<file path="src/rtl/pe_ctrl_pkg.sv">
// rtl/pe_ctrl_pkg.sv - shared sizes, FSM state type and lane vector type for the PE array sequencer
package pe_ctrl_pkg;

  localparam int ARRAY_SIZE = 8;   // input channels per tile
  localparam int BLOCK_H    = 8;   // output channels per tile
  localparam int ACC_W      = 32;  // partial-sum width

  typedef enum logic [2:0] {
    ST_IDLE,
    ST_FETCH,
    ST_FIRE,
    ST_WAIT,
    ST_OUT,
    ST_DONE
  } state_e;

  typedef logic [BLOCK_H-1:0][ACC_W-1:0] lane_vec_t;

endpackage

</file>
<file path="src/rtl/pe_acc_bank.sv">
// rtl/pe_acc_bank.sv - per-lane partial-sum accumulator with bias load and clear
module pe_acc_bank
  import pe_ctrl_pkg::*;
(
  input  logic      clk,
  input  logic      rst,
  input  logic      clr,
  input  logic      acc_en,
  input  logic      load_bias,
  input  lane_vec_t bias,
  input  lane_vec_t addend,
  output lane_vec_t acc
);

  lane_vec_t acc_q;
  lane_vec_t acc_d;

  // First input tile starts from the bias, later tiles add onto the running sum; wraps mod 2^ACC_W.
  always_comb begin
    acc_d = acc_q;
    if (clr) begin
      acc_d = '0;
    end else if (acc_en) begin
      for (int i = 0; i < BLOCK_H; i++) begin
        acc_d[i] = (load_bias ? bias[i] : acc_q[i]) + addend[i];
      end
    end
  end

  // Accumulator register.
  always_ff @(posedge clk) begin
    if (rst) begin
      acc_q <= '0;
    end else begin
      acc_q <= acc_d;
    end
  end

  assign acc = acc_q;

endmodule

</file>
<file path="src/rtl/pe_array_ctrl.sv">
// rtl/pe_array_ctrl.sv - layer sequencer: buffer reads, array fire, cross-tile accumulation, result handshake
module pe_array_ctrl
  import pe_ctrl_pkg::*;
#(
  parameter int CNT_W  = 12,
  parameter int ADDR_W = 16
) (
  input  logic              clk,
  input  logic              rst,
  input  logic              start,
  input  logic [CNT_W-1:0]  cfg_ic_tiles,
  input  logic [CNT_W-1:0]  cfg_oc_tiles,
  output logic              busy,
  output logic              done,
  output logic              err,
  output logic              ifm_rd_en,
  output logic [ADDR_W-1:0] ifm_rd_addr,
  output logic              w_rd_en,
  output logic [ADDR_W-1:0] w_rd_addr,
  output logic              b_rd_en,
  output logic [ADDR_W-1:0] b_rd_addr,
  input  lane_vec_t         b_rd_data,
  output logic              pe_i_en,
  input  logic              pe_valid,
  input  lane_vec_t         pe_ofmap,
  output logic              out_valid,
  input  logic              out_ready,
  output lane_vec_t         out_data,
  output logic [CNT_W-1:0]  out_oc
);

  state_e             state_q, state_d;
  logic [CNT_W-1:0]   ic_tiles_q, ic_tiles_d;
  logic [CNT_W-1:0]   oc_tiles_q, oc_tiles_d;
  logic [CNT_W-1:0]   ic_q, ic_d;
  logic [CNT_W-1:0]   oc_q, oc_d;
  logic [ADDR_W-1:0]  w_addr_q, w_addr_d;
  logic               err_q, err_d;
  lane_vec_t          bias_q, bias_d;

  logic               start_acc;
  logic               acc_en;
  logic               first_ic;
  logic               last_ic;
  logic               last_oc;

  assign first_ic = (ic_q == '0);
  assign last_ic  = (ic_q == ic_tiles_q - CNT_W'(1));
  assign last_oc  = (oc_q == oc_tiles_q - CNT_W'(1));

  // Next-state, counter updates and per-state strobes.
  always_comb begin
    state_d    = state_q;
    ic_tiles_d = ic_tiles_q;
    oc_tiles_d = oc_tiles_q;
    ic_d       = ic_q;
    oc_d       = oc_q;
    w_addr_d   = w_addr_q;
    bias_d     = bias_q;
    start_acc  = 1'b0;
    acc_en     = 1'b0;
    ifm_rd_en  = 1'b0;
    w_rd_en    = 1'b0;
    b_rd_en    = 1'b0;
    pe_i_en    = 1'b0;
    out_valid  = 1'b0;
    done       = 1'b0;
    case (state_q)
      ST_IDLE: begin
        if (start) begin
          start_acc  = 1'b1;
          ic_tiles_d = cfg_ic_tiles;
          oc_tiles_d = cfg_oc_tiles;
          ic_d       = '0;
          oc_d       = '0;
          w_addr_d   = '0;
          state_d    = (cfg_ic_tiles == '0 || cfg_oc_tiles == '0) ? ST_DONE : ST_FETCH;
        end
      end
      ST_FETCH: begin
        ifm_rd_en = 1'b1;
        w_rd_en   = 1'b1;
        b_rd_en   = first_ic;
        state_d   = ST_FIRE;
      end
      ST_FIRE: begin
        pe_i_en = 1'b1;
        if (first_ic) begin
          bias_d = b_rd_data;
        end
        state_d = ST_WAIT;
      end
      ST_WAIT: begin
        if (pe_valid) begin
          acc_en   = 1'b1;
          w_addr_d = w_addr_q + ADDR_W'(1);
          if (last_ic) begin
            state_d = ST_OUT;
          end else begin
            ic_d    = ic_q + CNT_W'(1);
            state_d = ST_FETCH;
          end
        end
      end
      ST_OUT: begin
        out_valid = 1'b1;
        if (out_ready) begin
          if (last_oc) begin
            state_d = ST_DONE;
          end else begin
            oc_d    = oc_q + CNT_W'(1);
            ic_d    = '0;
            state_d = ST_FETCH;
          end
        end
      end
      ST_DONE: begin
        done    = 1'b1;
        state_d = ST_IDLE;
      end
      default: begin
        state_d = ST_IDLE;
      end
    endcase
  end

  // Sticky error: a result arriving when no tile is in flight; a new layer clears it.
  always_comb begin
    err_d = err_q;
    if (start_acc) begin
      err_d = 1'b0;
    end
    if (pe_valid && state_q != ST_WAIT) begin
      err_d = 1'b1;
    end
  end

  // State, counters, latched config and bias register.
  always_ff @(posedge clk) begin
    if (rst) begin
      state_q    <= ST_IDLE;
      ic_tiles_q <= '0;
      oc_tiles_q <= '0;
      ic_q       <= '0;
      oc_q       <= '0;
      w_addr_q   <= '0;
      err_q      <= 1'b0;
      bias_q     <= '0;
    end else begin
      state_q    <= state_d;
      ic_tiles_q <= ic_tiles_d;
      oc_tiles_q <= oc_tiles_d;
      ic_q       <= ic_d;
      oc_q       <= oc_d;
      w_addr_q   <= w_addr_d;
      err_q      <= err_d;
      bias_q     <= bias_d;
    end
  end

  pe_acc_bank u_acc (
    .clk       (clk),
    .rst       (rst),
    .clr       (start_acc),
    .acc_en    (acc_en),
    .load_bias (first_ic),
    .bias      (bias_q),
    .addend    (pe_ofmap),
    .acc       (out_data)
  );

  assign busy        = (state_q != ST_IDLE);
  assign err         = err_q;
  assign ifm_rd_addr = ADDR_W'(ic_q);
  assign w_rd_addr   = w_addr_q;
  assign b_rd_addr   = ADDR_W'(oc_q);
  assign out_oc      = oc_q;

endmodule

</file>
<file path="config.mk">
export PLATFORM = sky130hd
export DESIGN_NAME = pe_array_ctrl
export DESIGN_NICKNAME = d
export VERILOG_FILES = /design/src/rtl/pe_ctrl_pkg.sv /design/src/rtl/pe_acc_bank.sv /design/src/rtl/pe_array_ctrl.sv
export SDC_FILE = /design/constraint.sdc
export NUM_CORES = 2
export LEC_CHECK = 0
export CORE_AREA = 2 2 335 337
export DETAILED_ROUTE_END_ITERATION = 10
export DIE_AREA = 0 0 337 339
export PLACE_DENSITY_LB_ADDON = 0.15
export SLEW_MARGIN = 0
export SYNTH_ARGS = -nofsm -noshare
export SYNTH_HDL_FRONTEND = slang
export SYNTH_HIERARCHICAL = 1
export SYNTH_SLANG_ARGS = --single-unit
</file>
<file path="constraint.sdc">
create_clock -name clk -period 7.6 [get_ports clk]
set_input_delay 1.52 -clock clk [delete_from_list [all_inputs] [get_ports clk]]
set_output_delay 1.52 -clock clk [all_outputs]
set_load 0.1 [all_outputs]
</file>
## Word level (Yosys, flattened, before mapping)

Index checks and enable logic that the tools add are counted.

| storage, ports and cells | value |
|---|---|
| word-level logic and storage cells | 105 |
| input port bits | 541 |
| register bits | 580 |

| cells by class | value |
|---|---|
| mux-type cells | 38 |
| reductions and logical operators | 18 |
| add/sub/neg operators | 13 |
| equal/unequal tests | 13 |

Operators by type and width:

| operator | number |
|---|---|
| 32-bit adder | 8 |
| 32-bit two-way mux | 8 |
| 12-bit two-way mux | 7 |
| 12-bit zero test | 3 |
| 12-bit case mux with 3 select lines | 1 |
| 16-bit two-way mux | 2 |
| 16-bit case mux with 2 select lines | 1 |
| 12-bit by 1-bit adder with 12-bit output, second input constant | 2 |
| 12-bit == test | 2 |
| 12-bit case mux with 2 select lines | 1 |
| 12-bit by 1-bit subtractor with 12-bit output, second input constant | 2 |
| 3-bit two-way mux | 6 |
| 16-bit by 1-bit adder with 16-bit output, second input constant | 1 |
| 3-bit case mux with 5 select lines | 1 |
| 1-bit two-way mux | 11 |
| 2-bit inequality test, second input constant | 5 |
| 3-bit by 2-bit == test with 1-bit output, second input constant | 2 |
| 3-bit == test, second input constant | 2 |
| 3-bit AND reduction | 2 |
| 6-bit AND reduction | 1 |
| 2-bit nonzero test | 3 |
| 3-bit nonzero test | 2 |
| 2-bit AND reduction | 2 |
| 4-bit AND reduction | 1 |
| 6 further kinds | 6 |

## Depth between registers and ports, before layout

| depth | value |
|---|---|
| word-level depth | 5 |
| mapped depth | 21 |
| depth with buffers taken out | 17 |

## Cells and area by module

The synthesis kept the hierarchy.

By module, submodules not included:

| module | times used | sequential area each (µm²) | area an instance (µm²) | cells an instance |
|---|---|---|---|---|
| pe_acc_bank | 1 | 5,124.9 | 24,258.3 | 2,967 |
| pe_array_ctrl | 1 | 6,486.2 | 12,836.1 | 1,640 |

## Worst setup path before layout

OpenSTA, ideal clock, no wires.

| timing | value |
|---|---|
| path kind | register -> register |
| start point | reg ic_q[0] |
| end point | reg u_acc.acc_q, in the netlist u_acc/acc[95] |
| required time | 7.483 ns |
| stages on the path, launching flop included | 21 |
| setup time | 0.117 ns |
| data arrival time | 5.892 ns |
| path slack | 1.591 ns |
| cells stage by stage | dfxtp_1 -> inv_1 -> ha_1 -> nor4b_1 -> nand3_1 -> inv_1 -> clkbuf_1 -> buf_1 -> clkbuf_1 -> clkbuf_1 -> mux2_2 -> ha_1 -> a211oi_4 -> nor4_2 -> or4b_4 -> a31oi_4 -> o21ai_2 -> or4b_4 -> and4_1 -> or4_1 -> a31o_1 |

| between the ends | value |
|---|---|
| cells in the longest elaborated chain, start to end | 3 |

RTL lines:

| what | RTL line | RTL |
|---|---|---|
| start, declared | pe_array_ctrl.sv:35 | `logic [CNT_W-1:0] ic_q, ic_d;` |
| start signal, assigned | pe_array_ctrl.sv:153 | `ic_q <= ic_d;` |
| 12-bit zero test | pe_array_ctrl.sv:47 | `assign first_ic = (ic_q == '0);` |
| net first_ic | pe_array_ctrl.sv:43 | `logic first_ic;` |
| 32-bit two-way mux | pe_acc_bank.sv:25 | `acc_d[i] = (load_bias ? bias[i] : acc_q[i]) + addend[i];` |
| 32-bit adder | pe_acc_bank.sv:25 |  |
| end signal, assigned | pe_acc_bank.sv:33 | `acc_q <= '0;` |
| end signal, assigned | pe_acc_bank.sv:35 | `acc_q <= acc_d;` |
| end, declared | pe_acc_bank.sv:15 | `lane_vec_t acc_q;` |

The timed path passes the listed nets, and every way through them passes these cells.
A chain may end at the register's enable or synchronous reset.

## Worst setup path after layout

| timing | value |
|---|---|
| start point | reg ic_q[0] |
| end point | reg u_acc.acc_q, in the netlist u_acc/acc[251] |

The elaborated chain is that of the path after synthesis.

==> metrics <==
worst flop-to-flop path startpoint ic_q[0]; Placer Congestion between 0.8 and 0.9; Layout Cells excl Fill 6873; CP Launch Point ic_q[0]; top_reg_cell synth dfxtp_1; Initial DRC Count 1939; fin nets 6104; largest net degree at the start of global routing 134; TritonRoute pass-1 iters 6; Placeable Area 110400 um2; max-slew violations 0; CTS resizes 0; cell area power density 198.3 nW/um2; Post-Syn Area per Cell 8.052 um2; synthesized cell area 37090 um2; clock buffer count from CTS 76; hold buffer count at CTS 0; Synth top cells by count nand2_1 (851), dfxtp_1 (580), a21oi_1 (545); total grt overflow 0; max cap viols 0; Pleak 19.65 nW; FMAX between 0.15 and 0.2 GHz; arrival time at the worst endpoint roughly 6.5 ns; die footprint 114200 um2; Setup CP Type reg -> reg; Startpoint Class register; hold crit path type reg -> reg; Worst-Margin Slew 1.174 ns; setup violators final 0; worst hold slack about 0.45 ns; Synth top area share 31.30%; endpoints failing hold 0; first-pass GRT wire length 220.2 mm; top-count cell post-synth nand2_1; post-CTS setup buffer count 0; P&R area growth vs syn 33.30%; slew margin rel. 21.47%; Warnings, synthesis 6; share of the yosys chip area belonging to registers 31.30%; Final Cycle Share just under 80%; clock root buffer clkbuf_16; hold_sp bias_q[245]; initial antenna violation count 38; Crit. End Element register; Final Critical Period 6.009 ns; vias per cell roughly 5.3; number of global-route vias before repair approximately 35000; ANT nets after route 0; H-Tree Level Count 3; outcome completed; post-route setup TNS 0 ns; Tot GR Track Use between 20 and 25%; WL final approximately 150 mm; Synth cell types 101; Worst VDD drop around 0.00013 V; cell chain of the critical path inv_1, ha_1, nor4b_1, nand3_1, inv_8, buf_4, mux2_2, ha_1, a21o_1, a211o_1, a2111oi_0, o31ai_1, a21boi_1, o41ai_1, nor4b_1, or3_1; Synth Instances 4607; FP Rows 122; clk_lat worst skew 0.65 ns; Buf/Inv on CP 3; Yosys reg bits 580; RSZ-0062 raised after global routing false; EDFF count, synth 0; via count 36200; Worst-path clk slew about 0.06 ns; hpwl dp 112.2 mm; layout cells sized above 1 8.896%; worst-path maximum fanout 75; Req. time, crit path 8.12 ns; number of remaining DRC errors 0; Fin Clk Skew 0.02946 ns; worst stage delay on the critical path 0.72 ns; synth top area cells dfxtp_1 (31%), nand2_1 (8.6%), ha_1 (8.6%), mux2_2 (7.6%), a21oi_1 (7.4%); height of the chip 339 um; Clock Path Buffers 3; Starting Density 33.61%; CP delay by family, top compound AO/OA/AOI/OAI gates; die span in x 337 um; Port Buf Inserts 856; Synth area leader dfxtp_1; clock sinks 580; FFs w/ async S/R, synth 0%; Wirelength per Cell 21.51 um; placed cells 6711; # IOs 865; CTS tree yes; Tot Pwr 0.009804 W; slowest cell on the critical path a2111oi_0
## cell type report
cell class              count  area, um2
fillers                 11100      60920
inverters                  67      267.8
flip-flops and latches    580      11610
repair buffers            880       8808
multi-input cells        3696      24160
clock inverters            31      404.1
diodes                     23      57.56
well taps                1488       1862
clock buffers             108       2277
## report_power, final
group / total [W] / switching (W) / internal (W)
clock network: 0.00387 / 0.00151 / 0.00236
registers: 0.00330 / 0.000110 / 0.00319
logic: 0.00263 / 0.00157 / 0.00106
total: 0.00980 / 0.00319 / 0.00662
## sequential cells by signal, summed over array words and instances, names as in the netlist
name,flops
u_acc/acc,256
bias_q,256
oc_tiles_q,12
state_q,3
out_oc,12
ic_tiles_q,12
ic_q,12
w_rd_addr,16
err,1
## per-layer routing
layer	share of wire [%]	global-route usage (%)	wire length [um]
met2	47	42.27	69980
met3	6.4	5.766	9483
met5	0.15	0	216
met1	43	30.99	63880
met4	2.9	7.766	4275
## cells by family (layout without fill, tap and decap cells)
group	Yosys count	after routing	share of synthesized area, %
AO/OA/AOI/OAI	1273	1273	20.92
XOR/XNOR	255	255	6.021
adder cells (fa/ha/maj)	262	262	8.999
buffers and inverters	338	1086	3.754
flip-flops	580	580	31.30
multiplexers	369	369	10.81
other	1	31	0.01011
AND/OR/NAND/NOR	1529	1529	18.18
## through the flow
| step | util, % | setup WS, ns | instance area, um2 |
|---|---|---|---|
| 3_3_place_gp | 42.32 | 1.575 | 46710 |
| 3_5_place_dp | 42.32 | 1.481 | 46710 |
| 6_report | 44.80 | 1.591 | 49440 |
| 5_1_grt | 44.78 | 1.222 | 49420 |
| 2_1_floorplan | - | 1.591 | 37120 |
| 4_1_cts | 44.75 | 1.698 | 49390 |
## placed cells by master, fill, tap and decap left out, drive strengths merged, types with 11 or more instances in the layout
cell / netlist / layout
a31oi: 41 / 41
nand4: 47 / 47
nand3: 91 / 91
o21ai: 251 / 251
mux2i: 118 / 118
a21o: 141 / 141
a21oi: 545 / 545
inv: 66 / 65
nor2: 295 / 295
nand2: 851 / 851
xor2: 99 / 99
clkinv: 1 / 22
clkbuf: 230 / 108
and3: 34 / 34
buf: 41 / 33
o31ai: 17 / 17
a211oi: 60 / 60
o21bai: 30 / 30
nand2b: 22 / 22
ha: 254 / 254
nor3: 49 / 49
o21a: 23 / 23
diode: 0 / 23
nor2b: 19 / 19
o211ai: 28 / 28
clkdlybuf4s50: 0 / 847
and4: 11 / 11
or2: 12 / 12
or3: 17 / 17
nor4: 22 / 22
and2: 19 / 19
mux2: 251 / 251
dfxtp: 580 / 580
xnor2: 156 / 156
## tightest hold or removal path, cell delays in order, from the launching register on
cell and delay, ns:
dfxtp_1 0.30, nand2_1 0.05, a21oi_1 0.05
## worst paths after layout
path               endpoint  slack, ns  cells past startpoint
max          u_acc/acc[251]       1.59                     16
min             bias_q[245]       0.45                      2
max reg2reg  u_acc/acc[251]       1.59                     16
min reg2reg     bias_q[245]       0.45                      2
(Power assumes the default switching activity.)
